**config.mk**
```make
export PLATFORM = sky130hd
export DESIGN_NAME = load_store_unit
export DESIGN_NICKNAME = d
export VERILOG_FILES = /design/src/rtl/load_store_unit.sv
export SDC_FILE = /design/constraint.sdc
export NUM_CORES = 1
export LEC_CHECK = 0
export BUFFER_PORTS_ARGS = -buffer_cell sky130_fd_sc_hd__buf_2
export CORE_ASPECT_RATIO = 1.25
export CORE_UTILIZATION = 40
export CTS_CLUSTER_SIZE = 28
export DETAILED_ROUTE_END_ITERATION = 6
export GPL_ROUTABILITY_DRIVEN = 0
export GPL_TIMING_DRIVEN = 1
export HOLD_SLACK_MARGIN = 0.03
export SLEW_MARGIN = 10
export SYNTH_ARGS = -nofsm -noshare
export SYNTH_HDL_FRONTEND = slang
export SYNTH_SLANG_ARGS = --single-unit
```
**constraint.sdc**
```tcl
create_clock -name clk -period 4.7 [get_ports clk]
set_input_delay 0.705 -clock clk [delete_from_list [all_inputs] [get_ports clk]]
set_output_delay 0.705 -clock clk [all_outputs]
set_load 0.005 [all_outputs]
```
**src/rtl/load_store_unit.sv**
```systemverilog
// Load/store unit: turns one pipeline request into one aligned memory access or a
// sequence of byte beats for misaligned half/word accesses, then pulses a response.
module load_store_unit #(
  parameter int unsigned XLEN = 32
) (
  input  logic            clk,
  input  logic            reset,
  input  logic            req_valid,
  output logic            req_ready,
  input  logic            req_we,
  input  logic [1:0]      req_size,
  input  logic            req_unsigned,
  input  logic [XLEN-1:0] req_addr,
  input  logic [XLEN-1:0] req_wdata,
  output logic            resp_valid,
  output logic [XLEN-1:0] resp_rdata,
  output logic            resp_error,
  output logic [XLEN-1:0] mem_address,
  output logic [XLEN-1:0] mem_write_data,
  output logic            mem_read,
  output logic            mem_write,
  output logic            mem_unsigned_load,
  output logic [1:0]      mem_size,
  input  logic [XLEN-1:0] mem_read_data
);

  localparam int unsigned BYTE_W = 8;
  localparam int unsigned HALF_W = 16;
  localparam logic [1:0]  SZ_BYTE = 2'b00;
  localparam logic [1:0]  SZ_HALF = 2'b01;
  localparam logic [1:0]  SZ_WORD = 2'b10;
  localparam logic [1:0]  SZ_ILL  = 2'b11;

  typedef enum logic [1:0] {IDLE, ACCESS, RESP} state_t;

  state_t          state;
  logic [1:0]      beat;
  logic [1:0]      last_beat;
  logic            we_q;
  logic [1:0]      size_q;
  logic            uns_q;
  logic [XLEN-1:0] wdata_q;
  logic [XLEN-1:0] asm_q;

  logic            req_aligned;
  logic [1:0]      req_last;
  logic [1:0]      beat_nxt;
  logic [XLEN-1:0] asm_next;
  logic [XLEN-1:0] split_result;
  logic [XLEN-1:0] load_result;
  logic [XLEN-1:0] next_beat_wdata;

  // Request decode and split-load assembly including the byte arriving this cycle
  always_comb begin
    req_aligned = (req_size == SZ_BYTE)
               || ((req_size == SZ_HALF) && !req_addr[0])
               || ((req_size == SZ_WORD) && (req_addr[1:0] == 2'b00));
    if (req_aligned)             req_last = 2'd0;
    else if (req_size == SZ_HALF) req_last = 2'd1;
    else                          req_last = 2'd3;

    beat_nxt = 2'(beat + 2'd1);
    next_beat_wdata = XLEN'(wdata_q[{beat_nxt, 3'b000} +: BYTE_W]);

    asm_next = asm_q;
    asm_next[{beat, 3'b000} +: BYTE_W] = mem_read_data[BYTE_W-1:0];

    if (size_q == SZ_HALF) begin
      if (uns_q) split_result = XLEN'(asm_next[HALF_W-1:0]);
      else       split_result = {{(XLEN-HALF_W){asm_next[HALF_W-1]}}, asm_next[HALF_W-1:0]};
    end else begin
      split_result = asm_next;
    end

    // A single-beat access is already extended by the memory
    load_result = (last_beat != 2'd0) ? split_result : mem_read_data;
  end

  always_ff @(posedge clk or negedge reset) begin
    if (!reset) begin
      state             <= IDLE;
      beat              <= 2'd0;
      last_beat         <= 2'd0;
      we_q              <= 1'b0;
      size_q            <= SZ_BYTE;
      uns_q             <= 1'b0;
      wdata_q           <= '0;
      asm_q             <= '0;
      req_ready         <= 1'b1;
      resp_valid        <= 1'b0;
      resp_error        <= 1'b0;
      resp_rdata        <= '0;
      mem_address       <= '0;
      mem_write_data    <= '0;
      mem_read          <= 1'b0;
      mem_write         <= 1'b0;
      mem_unsigned_load <= 1'b0;
      mem_size          <= SZ_BYTE;
    end else begin
      resp_valid <= 1'b0;
      resp_error <= 1'b0;
      case (state)
        IDLE: begin
          if (req_valid) begin
            req_ready <= 1'b0;
            we_q      <= req_we;
            size_q    <= req_size;
            uns_q     <= req_unsigned;
            wdata_q   <= req_wdata;
            asm_q     <= '0;
            beat      <= 2'd0;
            last_beat <= req_last;
            if (req_size == SZ_ILL) begin
              state      <= RESP;
              resp_valid <= 1'b1;
              resp_error <= 1'b1;
              resp_rdata <= '0;
            end else begin
              state             <= ACCESS;
              mem_address       <= req_addr;
              mem_read          <= !req_we;
              mem_write         <= req_we;
              mem_size          <= req_aligned ? req_size : SZ_BYTE;
              mem_unsigned_load <= req_aligned ? req_unsigned : 1'b1;
              mem_write_data    <= req_aligned ? req_wdata : XLEN'(req_wdata[BYTE_W-1:0]);
            end
          end
        end
        ACCESS: begin
          asm_q <= asm_next;
          if (beat == last_beat) begin
            state             <= RESP;
            resp_valid        <= 1'b1;
            resp_rdata        <= we_q ? '0 : load_result;
            mem_read          <= 1'b0;
            mem_write         <= 1'b0;
            mem_unsigned_load <= 1'b0;
          end else begin
            beat           <= beat_nxt;
            mem_address    <= mem_address + XLEN'(1);
            mem_write_data <= next_beat_wdata;
          end
        end
        RESP: begin
          state     <= IDLE;
          req_ready <= 1'b1;
        end
        default: begin
          state     <= IDLE;
          req_ready <= 1'b1;
        end
      endcase
    end
  end

endmodule
```
Yosys cells after proc, flatten, opt, wreduce, memory -nomap -nowiden
Index checks and enable logic that the tools add are counted.
{ "totals": {"reg_bits": 178, "latch_bits": 0, "mem_bits_rw": 0, "romBits": 0, "output_inout_bits": 104, "elab_cells": 105, "mem_count": 0} }
{ "classes": {"add_sub_neg": 3, "n_mul": 0, "div": 0, "magnitude_cmp": 0, "eq_ne": 11, "n_shift": 3, "n_mux": 48, "bitwise": 2, "n_reduce_logical": 20} }
{ "ops": {"columns": ["op", "count"], "rows": [
  ["32-bit 2-to-1 mux", 15],
  ["32-bit one-hot mux with 2 select lines", 4],
  ["32-bit by 1-bit adder with 32-bit output (second input constant)", 1],
  ["32-bit bitwise mux", 1],
  ["8-bit by 7-bit variable shift with 32-bit output (first input constant)", 1],
  ["32-bit by 6-bit indexed part select with 8-bit output", 1],
  ["8-bit by 7-bit indexed part select with 32-bit output", 1],
  ["2-bit 2-to-1 mux", 8],
  ["1-bit 2-to-1 mux", 13],
  ["4-bit AND reduction", 3],
  ["2-bit != test (second input constant)", 5],
  ["1-bit one-hot mux with 2 select lines", 5],
  ["2-bit one-hot mux with 2 select lines", 2],
  ["2-bit AND reduction", 4],
  ["5-bit negation with 7-bit output", 1],
  ["2-bit by 1-bit == test with 1-bit output (second input constant)", 3],
  ["2-bit logical NOT", 3],
  ["3-bit AND reduction", 2],
  ["2-bit == test (second input constant)", 2],
  ["2-bit nonzero test", 2],
  ["2-bit by 1-bit adder with 2-bit output (second input constant)", 1],
  ["2-bit == test", 1],
  ["1-bit logical AND", 2],
  ["1-bit logical NOT", 2],
  ["2 further kinds", 4]
]} }

Logic depth before layout (Yosys ltp)
Gate-level depths: netlist of the first run.
{ "logic_depth": {"depth_word": 9, "ltp_mapped": 10} }

Worst setup path after synthesis of the first run
OpenSTA, ideal clock, no wires.
{ "synth_path": {"kind": "register to register", "startpoint": "register beat[0]", "endpoint": "register resp_rdata[16]", "setup_time_ns": 0.133, "arrival_time_ns": 2.060, "required_ns": 4.567, "path_slack_ns": 2.507, "path_stages_with_launch": 11, "synth_period_minus_slack_ns": 2.193, "cell_sequence": "dfrtp_1 buf_4 inv_1 ha_1 and4b_1 buf_2 a21oi_1 o21ai_0 nand4_1 clkbuf_1 o21ai_0"} }
{ "synth_between": {"elab_chain_len": 9, "word_cells_on_any_way": 13, "classes_between": "1 x add/sub; 2 x eq/ne; 2 x shift; 7 x mux; 1 x reduce/logical"} }
{ "synth_rtl": {"columns": ["item", "line", "text"], "rows": [
  ["start, declared", "37", "logic [1:0] beat;"],
  ["start signal, assigned", "139", "beat <= beat_nxt;"],
  ["5-bit negation with 7-bit output", "66", "asm_next[{beat, 3'b000} +: BYTE_W] = mem_read_data[BYTE_W-1:0];"],
  ["8-bit by 7-bit indexed part select with 32-bit output or 8-bit by 7-bit variable shift with 32-bit output (tied branches)", "66", null],
  ["32-bit bitwise mux", "66", null],
  ["32-bit 2-to-1 mux", "69", "if (uns_q) split_result = XLEN'(asm_next[HALF_W-1:0]);"],
  ["32-bit 2-to-1 mux", "68", "if (size_q == SZ_HALF) begin"],
  ["32-bit 2-to-1 mux", "76", "load_result = (last_beat != 2'd0) ? split_result : mem_read_data;"],
  ["32-bit 2-to-1 mux", "134", "resp_rdata <= we_q ? '0 : load_result;"],
  ["32-bit 2-to-1 mux", "131", "if (beat == last_beat) begin"],
  ["32-bit one-hot mux with 2 select lines", "102", "case (state)"],
  ["end signal, assigned", "134", null],
  ["end, declared", "16", "output logic [XLEN-1:0] resp_rdata,"]
]} }
Several ways; a longest one is shown, not always the timed one. The select of a mux whose other input is x is not followed.
A chain may end at the register's enable or synchronous reset.

Worst setup path after layout of the first run
{ "layout_path": {"startpoint": "register beat[1]", "endpoint": "register resp_rdata[25]"} }
Same word-level chain as after synthesis.

==> results.env, run 1 <==
OUTCOME='finished clean'
SYNTH_AREA_LEADERS='sky130_fd_sc_hd__dfrtp_1 53%, sky130_fd_sc_hd__nand2_1 10%, sky130_fd_sc_hd__o21ai_0 5.2%'
PATH_CLK_SLEW_NS=0.07
DR_TOTAL_VIAS=7360
DRV_SLEW=0
PRECTSSETUPSLACK_NS=1.70
SYNTH_SEQUENTIAL_AREA_RATIO_PCT=53.1
TOTALNEGATIVESETUPSLACK_NS=0
FINAL_AREA_MM2=0.0103
TRITONCTS='built'
REPORT.FINAL.SETUP_VIOL=0
WORST_SETUP_PATH_END_KIND='flop'
CLOCK_TREE.ROOT_CELL='sky130_fd_sc_hd__clkbuf_16'
EFFECTIVE_UTILIZATION_AT_FLOORPLAN_PCT=41.3
FIRST_GLOBAL_VIAS=6984
ROUTE.DETAILED.WL_PER_INST_UM=17.5
OVERFLOW=0
POST_ROUTE_SETUP_SLACK_NS=1.78
FINALCLOCKSKEW_NS=0.0112
POWER_DENSITY_mW_PER_MM2=670
HOLDBUFCOUNTCTS=0
CRITICAL_PATH_CLASS='reg -> reg'
GROUTE.USAGE.OVERALL_PCT=22.7
WORST_R2R_PATH_DEPTH=7
NETLIST.AREA_LEADER.SHARE_PCT=52.8
FIN_CRIT_SH_PCT=62.1
HALF_PERIMETER_WIRE_LENGTH_AFTER_DETAILED_PLACEMENT_MM=16.3
DETAIL_ROUTE.ITER0.VIOLATIONS=564
PERIOD_MINUS_SLACK_NS=2.92
VIA_PER_INST=5.42
POST_SYNTH_INST_COUNT=900
NUM_ANTENNA_CELLS=0
CTS_RESIZED=0
FINAL_LAYOUT_SIZE_SUFFIX_GT1_SHARE_PCT=25.0
HOLD_CLASS='in -> async'
CORE_BOX_AREA_MM2=0.0203
DIE_AREA_MM2=0.0216
DRTANTENNAVIOLNETS=0
TIGHTEST_SLEW_NS=1.09
GRT_SETUP_UNREPAIRED='false'
FINAL_CORE_UTIL_PCT=50.5
REGTOREGSETUPSLACK_NS=1.78
PLACEMENT_ROWS=58
POST-CTS-SETUP-BUFFER-COUNT=0
POST-ROUTE-DRC-COUNT=0
CTS_INSERTED_BUFFERS=17
YS.WARNINGS.COUNT=0
SYNTH_ENABLE_FLOP_CELLS=0
SYNTH-MAIN-FF-CELL='sky130_fd_sc_hd__dfrtp_1'
SYNTH_CELL_TYPES=64
CTSHTREEMAXLEVEL=4
DIE_X_UM=132
POSTROUTEWIRELENGTH_MM=23.7
CLOCK_INSERTION_DELAY_AT_THE_LATER_PIN_OF_THE_SKEW_REPORT_NS=0.44
HOLD_VIOL=0
PLACEMENT.CELL_AREA_MM2=0.00961
CTS.SINKS=178
MAXCAPVIOLATIONS=0
SYNTHESIZED_NETS=1009
AREA.GROWTH.SYNTH_TO_FINAL_PCT=22.4
GRT_MAX_DEGREE=107
ANTENNA_VIOLATIONS_BEFORE_REPAIR=1
DRTPASS1ITERATIONS=4
POST_SYNTHESIS_AVERAGE_CELL_AREA_UM2=9.33
LEAKAGE_COMPONENT_OF_THE_POWER_nW=4.91
MAX-VDD-IR-DROP_uV=419
PLACE_INST=1326
CRITICAL_PATH_REQUIRED_NS=5.04
IOPINCOUNT=207
LAYOUT.NETS=1184
CRIT_PATH_START_KIND='flop'
CTS_MAX_PATH_BUFFERS=2
CRIT_FANOUT=16
FINAL_CELL_COUNT_NO_FILL=1358
TIMING.SLEW.HEADROOM_PCT=27.2
CLOCK.FMAX_MHz=343
POSTSYNTHREGISTERBITS=178
POST_SYNTH_INSTANCE_AREA_MM2=0.00839
SYNTH_ASYNC_SR_FLOP_SHARE_PCT=100
CHIPHEIGHT_UM=164
YOSYS.AREA.TOP_TYPE='sky130_fd_sc_hd__dfrtp_1'
ARRIVAL_TIME_WORST_ENDPOINT_NS=3.26
COUNT_OF_INPUT_AND_OUTPUT_BUFFERS=206
GLOBAL_ROUTE_WIRE_LENGTH_BEFORE_REPAIR_MM=38.3
[routing by layer]
layer | track usage (%) | wire length (um) | vias up | part of all wire, %
li1 | - | - | 3574 | -
met5 | 0 | 10 | - | 0.042
met2 | 37.8 | 11800 | 201 | 50
met3 | 4.78 | 1150 | 30 | 4.8
met1 | 29.5 | 10400 | 3553 | 44
met4 | 7.08 | 337 | 2 | 1.4
[cell usage after synthesis (3+ instances only)]
cell type and number:
sky130_fd_sc_hd__nand4_1 10, sky130_fd_sc_hd__a22o_1 29, sky130_fd_sc_hd__nor2_1 42, sky130_fd_sc_hd__and3_1 11, sky130_fd_sc_hd__inv_1 5, sky130_fd_sc_hd__and2_1 3, sky130_fd_sc_hd__ha_1 6, sky130_fd_sc_hd__a22oi_1 24
sky130_fd_sc_hd__nor2b_1 11, sky130_fd_sc_hd__nor4_1 3, sky130_fd_sc_hd__mux4_2 8, sky130_fd_sc_hd__a21oi_1 48, sky130_fd_sc_hd__dfrtp_1 177, sky130_fd_sc_hd__a221oi_1 16, sky130_fd_sc_hd__a31oi_1 14, sky130_fd_sc_hd__buf_6 3
sky130_fd_sc_hd__nand3_1 25, sky130_fd_sc_hd__a211oi_1 3, sky130_fd_sc_hd__o22ai_1 8, sky130_fd_sc_hd__clkbuf_1 29, sky130_fd_sc_hd__nor3_1 15, sky130_fd_sc_hd__a2bb2oi_1 4, sky130_fd_sc_hd__buf_2 14, sky130_fd_sc_hd__o22a_1 5
sky130_fd_sc_hd__o31ai_1 3, sky130_fd_sc_hd__buf_1 11, sky130_fd_sc_hd__o21ai_0 88, sky130_fd_sc_hd__nand2_1 234
[cell families (layout without fill, tap and decap cells)]
group	Yosys count	count (layout)	share of synthesized area [%]
adder cells (fa/ha/maj)	6	6	0.894
flip-flops	178	178	53.1
AND/OR/NAND/NOR	372	372	19.4
buffers and inverters	68	256	3.59
multiplexers	9	9	2.27
XOR/XNOR	2	2	0.209
AO/OA/AOI/OAI	265	265	20.6
[stage by stage]
stage / total power, mW / hold WS, ns
5_1_grt: 7.43 / 0.426
4_1_cts: 6.96 / 0.419
3_5_place_dp: 5.35 / 0.450
2_1_floorplan: 4.37 / 0.409
3_3_place_gp: 5.29 / 0.448
6_report: 6.88 / 0.330
[where the power goes]
group	internal [mW]	switching, mW
Combinational	1.09	1.69
Sequential	2.07	0.428
Clock	0.955	0.639
[flip-flops by register name, indices dropped and copies added (netlist names), 2 cells and up]
name	count
beat	2
wdata_q	32
mem_write_data	32
mem_size	2
mem_address	32
size_q	2
resp_rdata	32
last_beat	2
asm_q	32
state	2
[final timing paths]
kind / endpoint / startpoint
hold reg to reg: mem_unsigned_load$_DFFE_PN0P_ / mem_unsigned_load$_DFFE_PN0P_
max in group asynchronous: req_ready$_DFFE_PN1P_ / reset
hold / removal: resp_rdata[19]$_DFFE_PN0P_ / reset
setup reg to reg: resp_rdata[25]$_DFFE_PN0P_ / beat[1]$_DFFE_PN0P_
min in group clk: mem_unsigned_load$_DFFE_PN0P_ / mem_unsigned_load$_DFFE_PN0P_
setup / recovery: resp_rdata[25]$_DFFE_PN0P_ / beat[1]$_DFFE_PN0P_
[placed cells by master (no fill, tap or decap), types with 9 or more instances in the layout]
| cell type | netlist | final |
|---|---|---|
| sky130_fd_sc_hd__a21oi_1 | 48 | 48 |
| sky130_fd_sc_hd__a221oi_1 | 16 | 16 |
| sky130_fd_sc_hd__a22o_1 | 29 | 29 |
| sky130_fd_sc_hd__a22oi_1 | 24 | 24 |
| sky130_fd_sc_hd__a31oi_1 | 14 | 14 |
| sky130_fd_sc_hd__and3_1 | 11 | 11 |
| sky130_fd_sc_hd__buf_2 | 14 | 205 |
| sky130_fd_sc_hd__buf_4 | 1 | 9 |
| sky130_fd_sc_hd__clkbuf_16 | 0 | 17 |
| sky130_fd_sc_hd__dfrtp_1 | 177 | 177 |
| sky130_fd_sc_hd__nand2_1 | 234 | 234 |
| sky130_fd_sc_hd__nand3_1 | 25 | 25 |
| sky130_fd_sc_hd__nand4_1 | 10 | 10 |
| sky130_fd_sc_hd__nor2_1 | 42 | 40 |
| sky130_fd_sc_hd__nor2b_1 | 11 | 9 |
| sky130_fd_sc_hd__nor3_1 | 15 | 15 |
| sky130_fd_sc_hd__o21ai_0 | 88 | 88 |
[worst max-delay path, stage by stage, from the launching register on]
cell                      delay [ns]
sky130_fd_sc_hd__dfrtp_1        0.42
sky130_fd_sc_hd__inv_1          0.10
sky130_fd_sc_hd__ha_1           0.65
sky130_fd_sc_hd__and4b_1        0.47
sky130_fd_sc_hd__a21oi_1        0.16
sky130_fd_sc_hd__o21ai_0        0.18
sky130_fd_sc_hd__nand4_1        0.51
sky130_fd_sc_hd__o21ai_0        0.33
[cell type report]
class,count,area [um2]
multi-input combinational,654,3660
fill,1966,10000
timing repair buffer,216,1130
sequential,178,4460
clock inverter,14,226
clock buffer,18,429
tap,270,338
inverter,8,30.0
Note: power is estimated with default switching activity, not from simulation.
==> run 2, diff against run 1 <==
--- a/config.mk
+++ b/config.mk
@@ -5,6 +5,7 @@
 export SDC_FILE = /design/constraint.sdc
 export NUM_CORES = 1
 export LEC_CHECK = 0
+export ABC_AREA = 1
 export BUFFER_PORTS_ARGS = -buffer_cell sky130_fd_sc_hd__buf_2
 export CORE_ASPECT_RATIO = 1.25
 export CORE_UTILIZATION = 40
==> constraint.sdc (replaced) <==
create_clock -name clk -period 2.85 [get_ports clk]
set_input_delay 0.4275 -clock clk [delete_from_list [all_inputs] [get_ports clk]]
set_output_delay 0.4275 -clock clk [all_outputs]
set_load 0.005 [all_outputs]
==> results.env, run 2 <==
OUTCOME='finished clean'
FIN_CRIT_SH_PCT=82.1  # +20 points
IOPINCOUNT=207  # unchanged
CRITICAL_PATH_REQUIRED_NS=3.23  # -1.81 ns
DIE_AREA_MM2=0.0245  # +13%
FINAL_AREA_MM2=0.0114  # +11%
SYNTH.TOP_CELLS.BY_COUNT='536 x sky130_fd_sc_hd__nand2_1, 177 x sky130_fd_sc_hd__dfrtp_1, 168 x sky130_fd_sc_hd__nand3_1'
CHIPHEIGHT_UM=175  # +6.5%
LAYOUT.CELLS.MOST_COMMON_LIST='536 x sky130_fd_sc_hd__nand2_1, 205 x sky130_fd_sc_hd__buf_2, 177 x sky130_fd_sc_hd__dfrtp_1'
DETAIL_ROUTE.ITER0.VIOLATIONS=584  # +3.5%
LEAKAGE_COMPONENT_OF_THE_POWER_nW=5.97  # +22%
CTS.SINKS=178  # unchanged
ANTENNA_VIOLATIONS_BEFORE_REPAIR=2  # +1
GLOBAL_ROUTE_WIRE_LENGTH_BEFORE_REPAIR_MM=46.2  # +21%
SYNTH-MAIN-FF-CELL='sky130_fd_sc_hd__dfrtp_1'
CRIT_FANOUT=21  # +5
CTSHTREEMAXLEVEL=4  # unchanged
MAXCAPVIOLATIONS=0  # unchanged
CRITICAL_PATH_CLASS='reg -> reg'
TIGHTEST_SLEW_NS=0.675  # -0.414 ns
DRTPASS1ITERATIONS=5  # +1
POSTROUTEWIRELENGTH_MM=28.8  # +22%
AREA.GROWTH.SYNTH_TO_FINAL_PCT=19.7
DRTANTENNAVIOLNETS=0  # unchanged
PLACEMENT.CELL_AREA_MM2=0.0108  # +12%
HOLD_VIOL=0  # unchanged
LAYOUT.NETS=1630  # +38%
POST_SYNTH_INST_COUNT=1348  # +50%
HALF_PERIMETER_WIRE_LENGTH_AFTER_DETAILED_PLACEMENT_MM=20.6  # +26%
CLOCK_TREE.ROOT_CELL='sky130_fd_sc_hd__clkbuf_16'
ARRIVAL_TIME_WORST_ENDPOINT_NS=2.72  # -0.54 ns
SYNTHMOSTINSTANTIATEDCELL='sky130_fd_sc_hd__nand2_1'
TOTALNEGATIVESETUPSLACK_NS=0  # unchanged
FINAL_LAYOUT_SIZE_SUFFIX_GT1_SHARE_PCT=18.3  # -6.7 points
EFFECTIVE_UTILIZATION_AT_FLOORPLAN_PCT=41.1  # -0.21 points
SYNTH_SEQUENTIAL_AREA_RATIO_PCT=46.7  # -6.3 points
DRV_SLEW=0  # unchanged
COUNT_OF_INPUT_AND_OUTPUT_BUFFERS=206  # unchanged
VIA_PER_INST=5.12  # -5.6%
POST_SYNTH_INSTANCE_AREA_MM2=0.00953  # +14%
CTS_RESIZED=0  # unchanged
LAYOUT.CELLS.MOST_COMMON='sky130_fd_sc_hd__nand2_1'
PLACEMENT_ROWS=62  # +6.9%
REPORT.FINAL.SETUP_VIOL=0  # unchanged
MAX-VDD-IR-DROP_uV=706  # +68%
PATH_CLK_SLEW_NS=0.07  # about the same
GROUTE.USAGE.OVERALL_PCT=24.1  # +1.5 points
WORST_SETUP_PATH_END_KIND='flop'
HOLD_CLASS='in -> reg'
POWER_DENSITY_mW_PER_MM2=1080  # +61%
DIE_X_UM=140  # +6.5%
NETLIST.AREA_LEADER.SHARE_PCT=46.5  # -6.3 points
YOSYS.AREA.TOP_TYPE='sky130_fd_sc_hd__dfrtp_1'
DR_TOTAL_VIAS=9330  # +27%
SYNTHESIZED_NETS=1457  # +44%
FIRST_GLOBAL_VIAS=8853  # +27%
OVERFLOW=0  # unchanged
HOLDBUFCOUNTCTS=1  # +1
TIMING.SLEW.HEADROOM_PCT=55.0  # +28 points
CLOCK_INSERTION_DELAY_AT_THE_LATER_PIN_OF_THE_SKEW_REPORT_NS=0.44  # about the same
GRT_SETUP_UNREPAIRED='false'
FILLERINSTANCES=2351  # +20%
PERIOD_MINUS_SLACK_NS=2.34  # -0.577 ns
SYNTH_AREA_LEADERS='sky130_fd_sc_hd__dfrtp_1 46%, sky130_fd_sc_hd__nand2_1 21%, sky130_fd_sc_hd__nand3_1 8.8%'
GRT_MAX_DEGREE=68  # -36%
SYNTH_CELL_TYPES=30  # -53%
CTS_MAX_PATH_BUFFERS=2  # unchanged
TRITONCTS='built'
POSTSYNTHREGISTERBITS=178  # unchanged
POST_SYNTHESIS_AVERAGE_CELL_AREA_UM2=7.07  # -24%
FINALCLOCKSKEW_NS=0.00926  # -0.00189 ns
ROUTE.DETAILED.WL_PER_INST_UM=15.8  # -9.4%
CRIT_PATH_START_KIND='flop'
CLOCK.FMAX_MHz=427  # +25%
YS.WARNINGS.COUNT=0  # unchanged
POST-CTS-SETUP-BUFFER-COUNT=0  # unchanged
SYNTH_ASYNC_SR_FLOP_SHARE_PCT=100  # unchanged
CORE_BOX_AREA_MM2=0.0232  # +14%
CTS_INSERTED_BUFFERS=17  # unchanged
POST-ROUTE-DRC-COUNT=0  # unchanged
SYNTH_ENABLE_FLOP_CELLS=0  # unchanged
==> run 2: cell count changes after synthesis, moves of 14 or more <==
cell                       previous run  this run
sky130_fd_sc_hd__nand2_1            234       536
sky130_fd_sc_hd__nand3_1             25       168
sky130_fd_sc_hd__nor2_1              42       147
sky130_fd_sc_hd__inv_1                5        54
sky130_fd_sc_hd__a22o_1              29         0
sky130_fd_sc_hd__a22oi_1             24         0
sky130_fd_sc_hd__a21oi_1             48        27
sky130_fd_sc_hd__a221oi_1            16         0
sky130_fd_sc_hd__nor3_1              15         1
==> run 2: area by class of cell <==
class	instances	area, um2	area share, %
clock buffer	20	447	3.91
sequential	178	4460	39.1
antenna	1	2.50	0.0219
timing repair buffer	226	1240	10.9
inverter	60	225	1.97
clock inverter	12	170	1.49
multi-input combinational	1038	4510	39.5
tap	288	360	3.16
==> run 2: where the power goes <==
group	switching (mW)	internal (mW)	leakage, nW	total [mW]
clock network	1.08	1.43	0.298	2.50
registers	0.739	3.42	2.30	4.16
logic	3.74	1.89	3.38	5.63
==> run 2: stage by stage <==
step,setup slack [ns],power (mW),std cells,util [%],hold slack [ns]
5_1_grt,0.222,13.3,1822,49.2,0.194
6_report,0.510,12.3,1823,49.2,0.192
2_1_floorplan,0.724,8.02,1348,-,0.132
4_1_cts,0.505,12.4,1822,49.2,0.182
3_3_place_gp,0.596,9.78,1789,46.5,0.459
3_5_place_dp,0.526,9.85,1789,46.5,0.460
==> run 2: path summary, 6_finish.rpt <==
kind | slack, ns | start | to | cells after the start
worst min-delay path | 0.19 | req_wdata[26] | wdata_q[26]$_DFFE_PN0P_ | 3
worst max register to register | 0.51 | beat[0]$_DFFE_PN0P_ | resp_rdata[30]$_DFFE_PN0P_ | 10
worst max-delay path | 0.51 | beat[0]$_DFFE_PN0P_ | resp_rdata[30]$_DFFE_PN0P_ | 10
min in group asynchronous | 0.57 | reset | resp_rdata[20]$_DFFE_PN0P_ | 2
worst min register to register | 0.48 | mem_write_data[25]$_DFFE_PN0P_ | mem_write_data[25]$_DFFE_PN0P_ | 2
max in group asynchronous | 1.51 | reset | req_ready$_DFFE_PN1P_ | 3
==> run 2: worst max-delay path, stage by stage, from the launching register on <==
cell and delay [ns]:
sky130_fd_sc_hd__dfrtp_1 0.39, sky130_fd_sc_hd__inv_2 0.28, sky130_fd_sc_hd__ha_1 0.44, sky130_fd_sc_hd__inv_2 0.24, sky130_fd_sc_hd__nand3_1 0.32, sky130_fd_sc_hd__o21a_1 0.30, sky130_fd_sc_hd__nand2_1 0.06, sky130_fd_sc_hd__nand2_1 0.07
sky130_fd_sc_hd__nand2_1 0.07, sky130_fd_sc_hd__nand2_1 0.05, sky130_fd_sc_hd__nand2_1 0.05
==> run 2: logic make-up (layout without fill, tap and decap cells) <==
logic type / count (synthesis) / after routing / synth area share [%]
buffers and inverters: 132 / 318 / 6.06
AO/OA/AOI/OAI: 159 / 159 / 8.99
XOR/XNOR: 5 / 5 / 0.538
AND/OR/NAND/NOR: 868 / 868 / 36.9
adder cells (fa/ha/maj): 6 / 6 / 0.787
other: 0 / 1 / 0
flip-flops: 178 / 178 / 46.7
==> run 2: routing by layer <==
metal | up-vias | GRT usage, % | part of all wire, %
met3 | 40 | 4.36 | 5.0
li1 | 4675 | - | -
met4 | 0 | 8.47 | 2.2
met2 | 252 | 39.9 | 48
met1 | 4363 | 31.7 | 45
met5 | - | 0 | 0
